==> config.mk <==
export PLATFORM = sky130hd
export DESIGN_NAME = cr_kme_bimc_chain_master
export DESIGN_NICKNAME = d
export VERILOG_FILES = /design/src/rtl/cr_kme_bimc_pkg.sv /design/src/rtl/cr_kme_bimc_rx_deser.sv /design/src/rtl/cr_kme_bimc_chain_master.sv
export SDC_FILE = /design/constraint.sdc
export NUM_CORES = 1
export LEC_CHECK = 0
export ABC_AREA = 1
export ABC_CLOCK_PERIOD_IN_PS = 3600
export BUFFER_PORTS_ARGS = -buffer_cell sky130_fd_sc_hd__buf_4
export CAP_MARGIN = 20
export CORE_UTILIZATION = 32
export CTS_CLUSTER_SIZE = 24
export DETAILED_ROUTE_END_ITERATION = 7
export PLACE_DENSITY_LB_ADDON = 0.08
export SLEW_MARGIN = 25
export SYNTH_ARGS = -nofsm -noshare
export SYNTH_HDL_FRONTEND = slang
export SYNTH_SLANG_ARGS = --single-unit
==> constraint.sdc <==
create_clock -name clk -period 3.6 [get_ports clk]
set_clock_uncertainty 0.05 [all_clocks]
set_input_delay 0.36 -clock clk [delete_from_list [all_inputs] [get_ports clk]]
set_output_delay 0.36 -clock clk [all_outputs]
set_load 0.01 [all_outputs]
==> src/rtl/cr_kme_bimc_pkg.sv <==
// Shared definitions for the BIMC chain master: frame field widths, FSM states
// and chain command opcodes.
package cr_kme_bimc_pkg;

  localparam int CMD_W       = 4;
  localparam int ADDR_W      = 12;
  localparam int DATA_W      = 24;
  localparam int FRAME_W_DEF = CMD_W + ADDR_W + DATA_W;
  localparam int TO_W        = 11;

  localparam logic [CMD_W-1:0] CMD_NOP = 4'h0;
  localparam logic [CMD_W-1:0] CMD_RD  = 4'h1;
  localparam logic [CMD_W-1:0] CMD_WR  = 4'h2;

  typedef enum logic [1:0] {
    ST_IDLE  = 2'd0,
    ST_SHIFT = 2'd1,
    ST_WAIT  = 2'd2,
    ST_RSP   = 2'd3
  } state_t;

endpackage

==> src/rtl/cr_kme_bimc_rx_deser.sv <==
// Capture shifter for the frame returning from the chain tail. A sync pulse while
// armed and idle starts a capture; o_done/o_frame are valid in the last bit's cycle.
module cr_kme_bimc_rx_deser #(
  parameter int FRAME_W = 40
) (
  input  logic               clk,
  input  logic               rst,
  input  logic               i_arm,
  input  logic               i_isync,
  input  logic               i_idat,
  output logic               o_busy,
  output logic               o_done,
  output logic [FRAME_W-1:0] o_frame
);

  localparam int CNT_W = $clog2(FRAME_W);

  logic               r_active;
  logic [CNT_W-1:0]   r_cnt;
  logic [FRAME_W-2:0] r_sr;

  logic               w_start;
  logic               w_shift;
  logic [CNT_W-1:0]   w_cnt_cur;

  // Sync is only honoured between captures, so a stray pulse mid-frame is dropped.
  assign w_start   = i_arm && i_isync && !r_active;
  assign w_shift   = w_start || r_active;
  assign w_cnt_cur = w_start ? '0 : r_cnt;

  assign o_busy  = w_shift;
  assign o_done  = w_shift && (w_cnt_cur == CNT_W'(FRAME_W - 1));
  assign o_frame = {r_sr, i_idat};

  always_ff @(posedge clk) begin
    if (rst) begin
      r_active <= 1'b0;
      r_cnt    <= '0;
      r_sr     <= '0;
    end else if (w_shift) begin
      r_sr <= o_frame[FRAME_W-2:0];
      if (o_done) begin
        r_active <= 1'b0;
        r_cnt    <= '0;
      end else begin
        r_active <= 1'b1;
        r_cnt    <= w_cnt_cur + CNT_W'(1);
      end
    end
  end

endmodule

==> src/rtl/cr_kme_bimc_chain_master.sv <==
// BIMC chain master: serialises one host request into the chain head, captures
// the frame returning from the tail (or times out) and holds it for the host.
module cr_kme_bimc_chain_master
  import cr_kme_bimc_pkg::*;
#(
  parameter int FRAME_W = FRAME_W_DEF,
  parameter int TIMEOUT = 1024
) (
  input  logic              clk,
  input  logic              rst,
  input  logic              req_valid,
  output logic              req_ready,
  input  logic [CMD_W-1:0]  req_cmd,
  input  logic [ADDR_W-1:0] req_addr,
  input  logic [DATA_W-1:0] req_wdata,
  output logic              rsp_valid,
  input  logic              rsp_ack,
  output logic [CMD_W-1:0]  rsp_cmd,
  output logic [ADDR_W-1:0] rsp_addr,
  output logic [DATA_W-1:0] rsp_rdata,
  output logic              rsp_timeout,
  output logic              bimc_odat,
  output logic              bimc_osync,
  input  logic              bimc_idat,
  input  logic              bimc_isync
);

  localparam int TXC_W = $clog2(FRAME_W);

  state_t             r_state;
  state_t             w_state_nxt;
  logic [FRAME_W-2:0] r_tx;
  logic [TXC_W-1:0]   r_tx_cnt;
  logic [TO_W-1:0]    r_to_cnt;
  logic               r_odat;
  logic               r_osync;
  logic [CMD_W-1:0]   r_rsp_cmd;
  logic [ADDR_W-1:0]  r_rsp_addr;
  logic [DATA_W-1:0]  r_rsp_rdata;
  logic               r_rsp_to;

  logic [FRAME_W-1:0] w_req_frame;
  logic [FRAME_W-1:0] w_rx_frame;
  logic               w_arm;
  logic               w_rx_busy;
  logic               w_rx_done;
  logic               w_accept;
  logic               w_cap_done;
  logic               w_timeout;
  logic               w_tx_step;

  assign w_req_frame = FRAME_W'({req_cmd, req_addr, req_wdata});
  assign w_arm       = (r_state == ST_SHIFT) || (r_state == ST_WAIT);
  assign w_tx_step   = (r_state == ST_SHIFT) && (w_state_nxt == ST_SHIFT);

  cr_kme_bimc_rx_deser #(
    .FRAME_W (FRAME_W)
  ) u_rx (
    .clk     (clk),
    .rst     (rst),
    .i_arm   (w_arm),
    .i_isync (bimc_isync),
    .i_idat  (bimc_idat),
    .o_busy  (w_rx_busy),
    .o_done  (w_rx_done),
    .o_frame (w_rx_frame)
  );

  always_ff @(posedge clk) begin
    if (rst) r_state <= ST_IDLE;
    else     r_state <= w_state_nxt;
  end

  // A capture finishing while still transmitting wins: the tx frame is truncated.
  always_comb begin
    w_state_nxt = r_state;
    w_accept    = 1'b0;
    w_cap_done  = 1'b0;
    w_timeout   = 1'b0;
    case (r_state)
      ST_IDLE: begin
        if (req_valid) begin
          w_accept    = 1'b1;
          w_state_nxt = ST_SHIFT;
        end
      end
      ST_SHIFT: begin
        if (w_rx_done) begin
          w_cap_done  = 1'b1;
          w_state_nxt = ST_RSP;
        end else if (r_tx_cnt == TXC_W'(FRAME_W - 1)) begin
          w_state_nxt = ST_WAIT;
        end
      end
      ST_WAIT: begin
        if (w_rx_done) begin
          w_cap_done  = 1'b1;
          w_state_nxt = ST_RSP;
        end else if (!w_rx_busy && (r_to_cnt == TO_W'(TIMEOUT - 1))) begin
          w_timeout   = 1'b1;
          w_state_nxt = ST_RSP;
        end
      end
      ST_RSP: begin
        if (rsp_ack) w_state_nxt = ST_IDLE;
      end
      default: w_state_nxt = ST_IDLE;
    endcase
  end

  // r_odat always mirrors the bit currently on the wire; r_tx holds the rest.
  always_ff @(posedge clk) begin
    if (rst) begin
      r_tx        <= '0;
      r_tx_cnt    <= '0;
      r_to_cnt    <= '0;
      r_odat      <= 1'b0;
      r_osync     <= 1'b0;
      r_rsp_cmd   <= '0;
      r_rsp_addr  <= '0;
      r_rsp_rdata <= '0;
      r_rsp_to    <= 1'b0;
    end else begin
      r_odat  <= 1'b0;
      r_osync <= 1'b0;
      if (w_accept) begin
        r_tx     <= w_req_frame[FRAME_W-2:0];
        r_odat   <= w_req_frame[FRAME_W-1];
        r_osync  <= 1'b1;
        r_tx_cnt <= '0;
        r_to_cnt <= '0;
      end else if (w_tx_step) begin
        r_odat   <= r_tx[FRAME_W-2];
        r_tx     <= {r_tx[FRAME_W-3:0], 1'b0};
        r_tx_cnt <= r_tx_cnt + TXC_W'(1);
      end
      if ((r_state == ST_WAIT) && !w_rx_busy) r_to_cnt <= r_to_cnt + TO_W'(1);
      if (w_cap_done) begin
        r_rsp_cmd   <= w_rx_frame[FRAME_W-1 -: CMD_W];
        r_rsp_addr  <= w_rx_frame[ADDR_W+DATA_W-1 -: ADDR_W];
        r_rsp_rdata <= w_rx_frame[DATA_W-1:0];
        r_rsp_to    <= 1'b0;
      end else if (w_timeout) begin
        r_rsp_cmd   <= '0;
        r_rsp_addr  <= '0;
        r_rsp_rdata <= '0;
        r_rsp_to    <= 1'b1;
      end
    end
  end

  assign req_ready   = (r_state == ST_IDLE);
  assign rsp_valid   = (r_state == ST_RSP);
  assign rsp_cmd     = r_rsp_cmd;
  assign rsp_addr    = r_rsp_addr;
  assign rsp_rdata   = r_rsp_rdata;
  assign rsp_timeout = r_rsp_to;
  assign bimc_odat   = r_odat;
  assign bimc_osync  = r_osync;

endmodule

# Word level (Yosys, flattened, before mapping)
# Index checks and enable logic that the tools add are counted.
[totals]
regBits = 147
in_bits = 46
out_inout_bits = 45
word_cells = 70
[op_classes]
n_addsub = 3
eq_ne = 7
muxes = 30
n_reduce_logical = 17
[op_table]
columns = ["operator", "n"]
rows = [
  ["39-bit 2-to-1 mux", 2],
  ["24-bit 2-to-1 mux", 2],
  ["12-bit 2-to-1 mux", 2],
  ["11-bit 2-to-1 mux", 2],
  ["6-bit by 1-bit adder with 6-bit output (second input constant)", 2],
  ["6-bit == test (second input constant)", 2],
  ["2-bit 2-to-1 mux", 6],
  ["6-bit 2-to-1 mux", 2],
  ["11-bit by 1-bit adder with 11-bit output (second input constant)", 1],
  ["11-bit by 10-bit == test with 1-bit output (second input constant)", 1],
  ["1-bit 2-to-1 mux", 11],
  ["4-bit 2-to-1 mux", 2],
  ["2-bit one-hot mux with 4 select lines", 1],
  ["1-bit logical AND", 6],
  ["2-bit nonzero test", 3],
  ["2-bit OR reduction", 3],
  ["2-bit by 1-bit == test with 1-bit output (second input constant)", 2],
  ["2-bit == test (second input constant)", 2],
  ["1-bit logical NOT", 2],
  ["2-bit logical NOT", 1],
  ["1-bit logical OR", 2],
]

# Longest topological paths before layout
[depth]
depth_word = 14
depth_mapped = 17
mapped_depth_nobuf = 16

# By module
# From an unflattened synthesis, not the netlist that was laid out.
[unflattened]
hier_cells = 873
hier_area_um2 = 6258.5
[modules_own_cells]
columns = ["mod", "instances", "cells_each", "area_each_um2", "seq_area_each_um2"]
rows = [
  ["cr_kme_bimc_chain_master", 1, 642, 4469.3, 2021.9],
  ["cr_kme_bimc_rx_deser", 1, 231, 1789.2, 920.9],
]

# Worst setup path before layout
# Ideal clock, no wire load.
[synth_path]
path_kind = "register -> register"
start = "register r_state[0]"
end = "register r_tx[28]"
setup_ns = 0.070
t_arrival_ns = 2.382
required_time_ns = 3.480
setup_slack_ns = 1.098
path_stages_with_launch = 18
n_path_buf = 2
period_less_slack_ns = 2.502
path_cell_list = "dfxtp_1 -> inv_1 -> ha_1 -> nand2_1 -> nor2_2 -> nor2_1 -> ha_1 -> nand3_1 -> o21bai_1 -> nand2_1 -> nand2_1 -> nand2_1 -> nand3_1 -> o21ai_2 -> buf_6 -> buf_8 -> nand2_2 -> a21oi_2"
[synth_via]
elab_chain_cells = 13
elab_cells_between_ends = 25
cone_classes = "eq/ne (5); mux (10); reduce/logical (10)"
[synth_rtl]
columns = ["item", "line", "text"]
rows = [
  ["from (decl)", "cr_kme_bimc_chain_master.sv:30", "state_t r_state;"],
  ["from (signal assigned)", "cr_kme_bimc_chain_master.sv:71", "else r_state <= w_state_nxt;"],
  ["parallel branches: the longest is 13 deep, another holds 6-bit 2-to-1 mux", "n/a", ""],
  ["to (signal assigned)", "cr_kme_bimc_chain_master.sv:127", "r_tx <= w_req_frame[FRAME_W-2:0];"],
  ["to (signal assigned)", "cr_kme_bimc_chain_master.sv:134", "r_tx <= {r_tx[FRAME_W-3:0], 1'b0};"],
  ["to (decl)", "cr_kme_bimc_chain_master.sv:32", "logic [FRAME_W-2:0] r_tx;"],
]
# Several ways; the timed one is not identified.
# A chain may end at the register's enable or synchronous reset.

# Worst setup path in the final report
[layout_path]
start = "register r_state[0]"
end = "register r_tx[13]"
# Same word-level chain as after synthesis.

==> results.py <==
metrics = {
    "critical_path": {
        "crit_top_cell": "nand2_1",
        "critPathSlowestCell": "buf_4",
        "rr_startpoint": "r_state[0]$_SDFF_PP0_",
        "endpoint_kind": "flop",
        "rrSetupSlack_ns": 0.61,
        "worstPathRequired_ns": 3.88,
        "start_kind": "flop",
        "cp.buffers_inverters": 2,
        "cp_max_fo": 38,
        "path_class": "reg2reg",
        "r2r-end": "r_tx[13]$_SDFFE_PP0P_",
        "crit_family": "simple AND/OR/NAND/NOR gates",
        "arrival_ns": 3.28,
        "r2r_cells": 16,
        "path_cells": "inv_1 -> ha_1 -> nand2_1 -> nor2_2 -> nor2_1 -> ha_1 -> nand3_1 -> o21bai_1 -> nand2_1 -> nand2_1 -> nand2_1 -> nand3_1 -> o21ai_4 -> buf_4 -> nand2_1 -> a21oi_1",
        "cpPeakStageDelay_ns": 0.43,
    },
    "run": {
        "cap_violations": 0,
    },
    "synth": {
        "yosysWarnings": 0,
        "syn_area_um2": 6240,
        "seq_area_frac_synth": 0.471,
        "synth_ff_type": "dfxtp_1",
        "synth_area_per_cell_um2": 7.24,
        "synth-simple-area-share": 0.299,
        "synth_fa_ha_area_frac": 0.0140,
        "synth_cells": 862,
        "async_flop_share": 0,
        "synth_nets": 915,
        "ys_types": 32,
        "synth_xor_area_frac": 0.00561,
        "synth-edff-count": 0,
        "synth_top_family_by_area": "simple AND/OR/NAND/NOR gates",
        "synth-compound-area-share": 0.144,
        "muxShareOfSynthArea": 0,
        "ys_ff_latch": 147,
    },
    "global_routing": {
        "busiest_layer": "met2",
        "grt_pass1_vias": 5184,
        "grt_use_met2": 0.256,
        "grt_overflow": 0,
        "use_met3": 0.0321,
        "grt_pass1_wl_um": 25200,
        "antenna_found_initial": 0,
        "track_usage": 0.157,
        "grt_max_degree": 65,
        "grt_use_met1": 0.203,
    },
    "min_path": {
        "min_from": "req_cmd[3]",
        "holdPathStages": 3,
        "hp-class": "in2reg",
        "hold-path-endpoint": "bimc_odat$_SDFF_PP0_",
    },
    "die": {
        "die_x_um": 142,
        "initial_core_util": 0.331,
        "die_y_um": 142,
        "rows": 50,
        "ios": 91,
        "die_area_um2": 20100,
        "core-area_um2": 18900,
    },
    "cells_and_area": {
        "final_nets": 981,
        "final_cell_mix": "nand2_1 (228), dfxtp_1 (147), buf_4 (100)",
        "fin_cells": 1201,
        "fin_util": 0.409,
        "drive_gt1_frac": 0.177,
        "antenna_cells": 0,
        "syn_to_final_growth_pct": 23.7,
        "layout_commonest_cell": "nand2_1",
        "final_area_um2": 7730,
    },
    "clock_network": {
        "clock_sinks": 147,
        "cts_tree": "done",
        "clk_pin_slew_ns": 0.06,
        "post_cts_buffers": 0,
        "ctsResizeCount": 0,
        "cts_buffers": 17,
        "cts_max_level": 4,
        "clk_path_buf_depth": 2,
        "ctsRootBufferMaster": "clkbuf_16",
        "cts_hold_buf": 0,
        "clk_latency_ns": 0.42,
    },
    "route": {
        "avgViaCountPerCell": 4.60,
        "drtPass1Iterations": 5,
        "ant_nets": 0,
        "routed_wl_um": 15100,
        "route.vias.total": 5523,
        "drtIter0Drc": 331,
        "wl_per_cell_um": 12.6,
        "route.detailed.drc": 0,
    },
    "timing": {
        "setup_violations": 0,
        "fin_setup_tns_ns": 0,
        "hold_viol": 0,
        "min_period_ns": 2.99,
        "worst_slew_pin_slew_ns": 0.762,
        "fmax_mhz": 334,
        "fin_crit_sh": 0.831,
        "final-max-slew-violation-count": 0,
        "grt_setup_unrepaired": "no",
        "fin_ws_ns": 0.608,
        "slew_headroom": 0.492,
    },
    "placement": {
        "place_ws_ns": 0.588,
        "place_area_um2": 7090,
        "place_inst": 1169,
        "globalplace.congestion": 0.730,
        "port_buffers": 90,
        "dp_hpwl_um": 9110,
    },
    "pwr": {
        "ir_drop_mv": 0.330,
        "p_switching_uw": 1030,
        "power-per-cell-area_nw_per_um2": 529,
        "switching_share": 0.251,
        "p_comb_frac": 0.100,
        "internal-power_uw": 3060,
        "p_seq_frac": 0.434,
        "clkPwrFrac": 0.466,
        "leakagePower_uw": 0.00317,
    },
    "outcome": {
        "status": "finished clean",
    },
}
==> registers in the layout, summed over array words and instances (netlist names), 4 cells and up <==
register    cells
rsp_addr       12
r_tx_cnt        6
u_rx.r_sr      39
r_to_cnt       11
rsp_cmd         4
u_rx.r_cnt      6
r_tx           39
rsp_rdata      24
==> logic make-up (layout without fill, tap and decap cells) <==
kind of cell,Yosys count,after routing
buffers and inverters,93,172
AO/OA/AOI/OAI,168,168
adder cells (fa/ha/maj),7,7
flip-flops,147,147
AND/OR/NAND/NOR,443,443
XOR/XNOR,4,4
==> metal layers <==
layer,part of all wire,vias to the layer above
li1,-,2947
met1,0.49,2484
met2,0.46,80
met3,0.033,12
met4,0.013,0
met5,0,-
==> cells in the mapped netlist (2+ instances only) <==
| cell | count | area share |
|---|---|---|
| ha_1 | 7 | 0.014 |
| a21oi_1 | 96 | 0.077 |
| buf_1 | 3 | 0.0018 |
| nand2_2 | 12 | 0.012 |
| nor2_1 | 89 | 0.053 |
| xnor2_1 | 2 | 0.0028 |
| nand2_1 | 229 | 0.14 |
| inv_1 | 36 | 0.022 |
| nand3_1 | 97 | 0.078 |
| nor3_1 | 2 | 0.0016 |
| inv_2 | 3 | 0.0018 |
| xor2_1 | 2 | 0.0028 |
| clkbuf_1 | 41 | 0.025 |
| a211oi_1 | 3 | 0.0036 |
| nor2_2 | 4 | 0.0040 |
| buf_2 | 3 | 0.0024 |
| a21oi_2 | 10 | 0.014 |
| o21ai_0 | 54 | 0.043 |
| nand4_1 | 4 | 0.0040 |
| nand3_2 | 2 | 0.0032 |
| buf_6 | 6 | 0.011 |
| dfxtp_1 | 147 | 0.47 |
==> worst max-delay path by stage <==
stage,from,endpoint,slack [ns],cells after the start
after floorplan,r_state[0]$_SDFF_PP0_,r_tx[28]$_SDFFE_PP0P_,1.10,17
after global placement,r_state[0]$_SDFF_PP0_,r_tx[21]$_SDFFE_PP0P_,0.68,16
after detailed placement,r_state[0]$_SDFF_PP0_,r_tx[19]$_SDFFE_PP0P_,0.59,16
after CTS,r_state[0]$_SDFF_PP0_,r_tx[13]$_SDFFE_PP0P_,0.54,16
after global routing,r_state[0]$_SDFF_PP0_,r_tx[22]$_SDFFE_PP0P_,0.25,16
final,r_state[0]$_SDFF_PP0_,r_tx[13]$_SDFFE_PP0P_,0.61,16
==> metrics by stage <==
stage / total power, uW / hold WS [ns]
after floorplan: 2110 / 0.387
after global placement: 2230 / 0.404
after detailed placement: 2220 / 0.410
after CTS: 4160 / 0.0796
after global routing: 4290 / 0.107
final: 4080 / 0.105
==> cell type report <==
| class | instances | area [um2] |
|---|---|---|
| tap | 260 | 325 |
| clock buffer | 21 | 460 |
| inverter | 39 | 146 |
| sequential | 147 | 2940 |
| timing repair buffer | 101 | 771 |
| clock inverter | 11 | 178 |
| multi-input combinational | 622 | 2900 |
| fill | 2014 | 11200 |
==> power by group through the flow <==
stage / logic [uW] / registers, uW / clock network (uW)
after floorplan: 313 / 1790 / 0
after global placement: 419 / 1810 / 0
after detailed placement: 418 / 1810 / 0
after CTS: 419 / 1770 / 1970
after global routing: 471 / 1780 / 2030
final: 409 / 1770 / 1900
==> worst register-to-register path, delay by kind of cell, from the launching register on <==
kind            cells  cell delay [ns]
flops               1             0.39
simple gates        9             1.01
fa+ha+maj           2             0.56
compound gates      3             0.37
buf+inv             2             0.54
(Power assumes the default switching activity.)
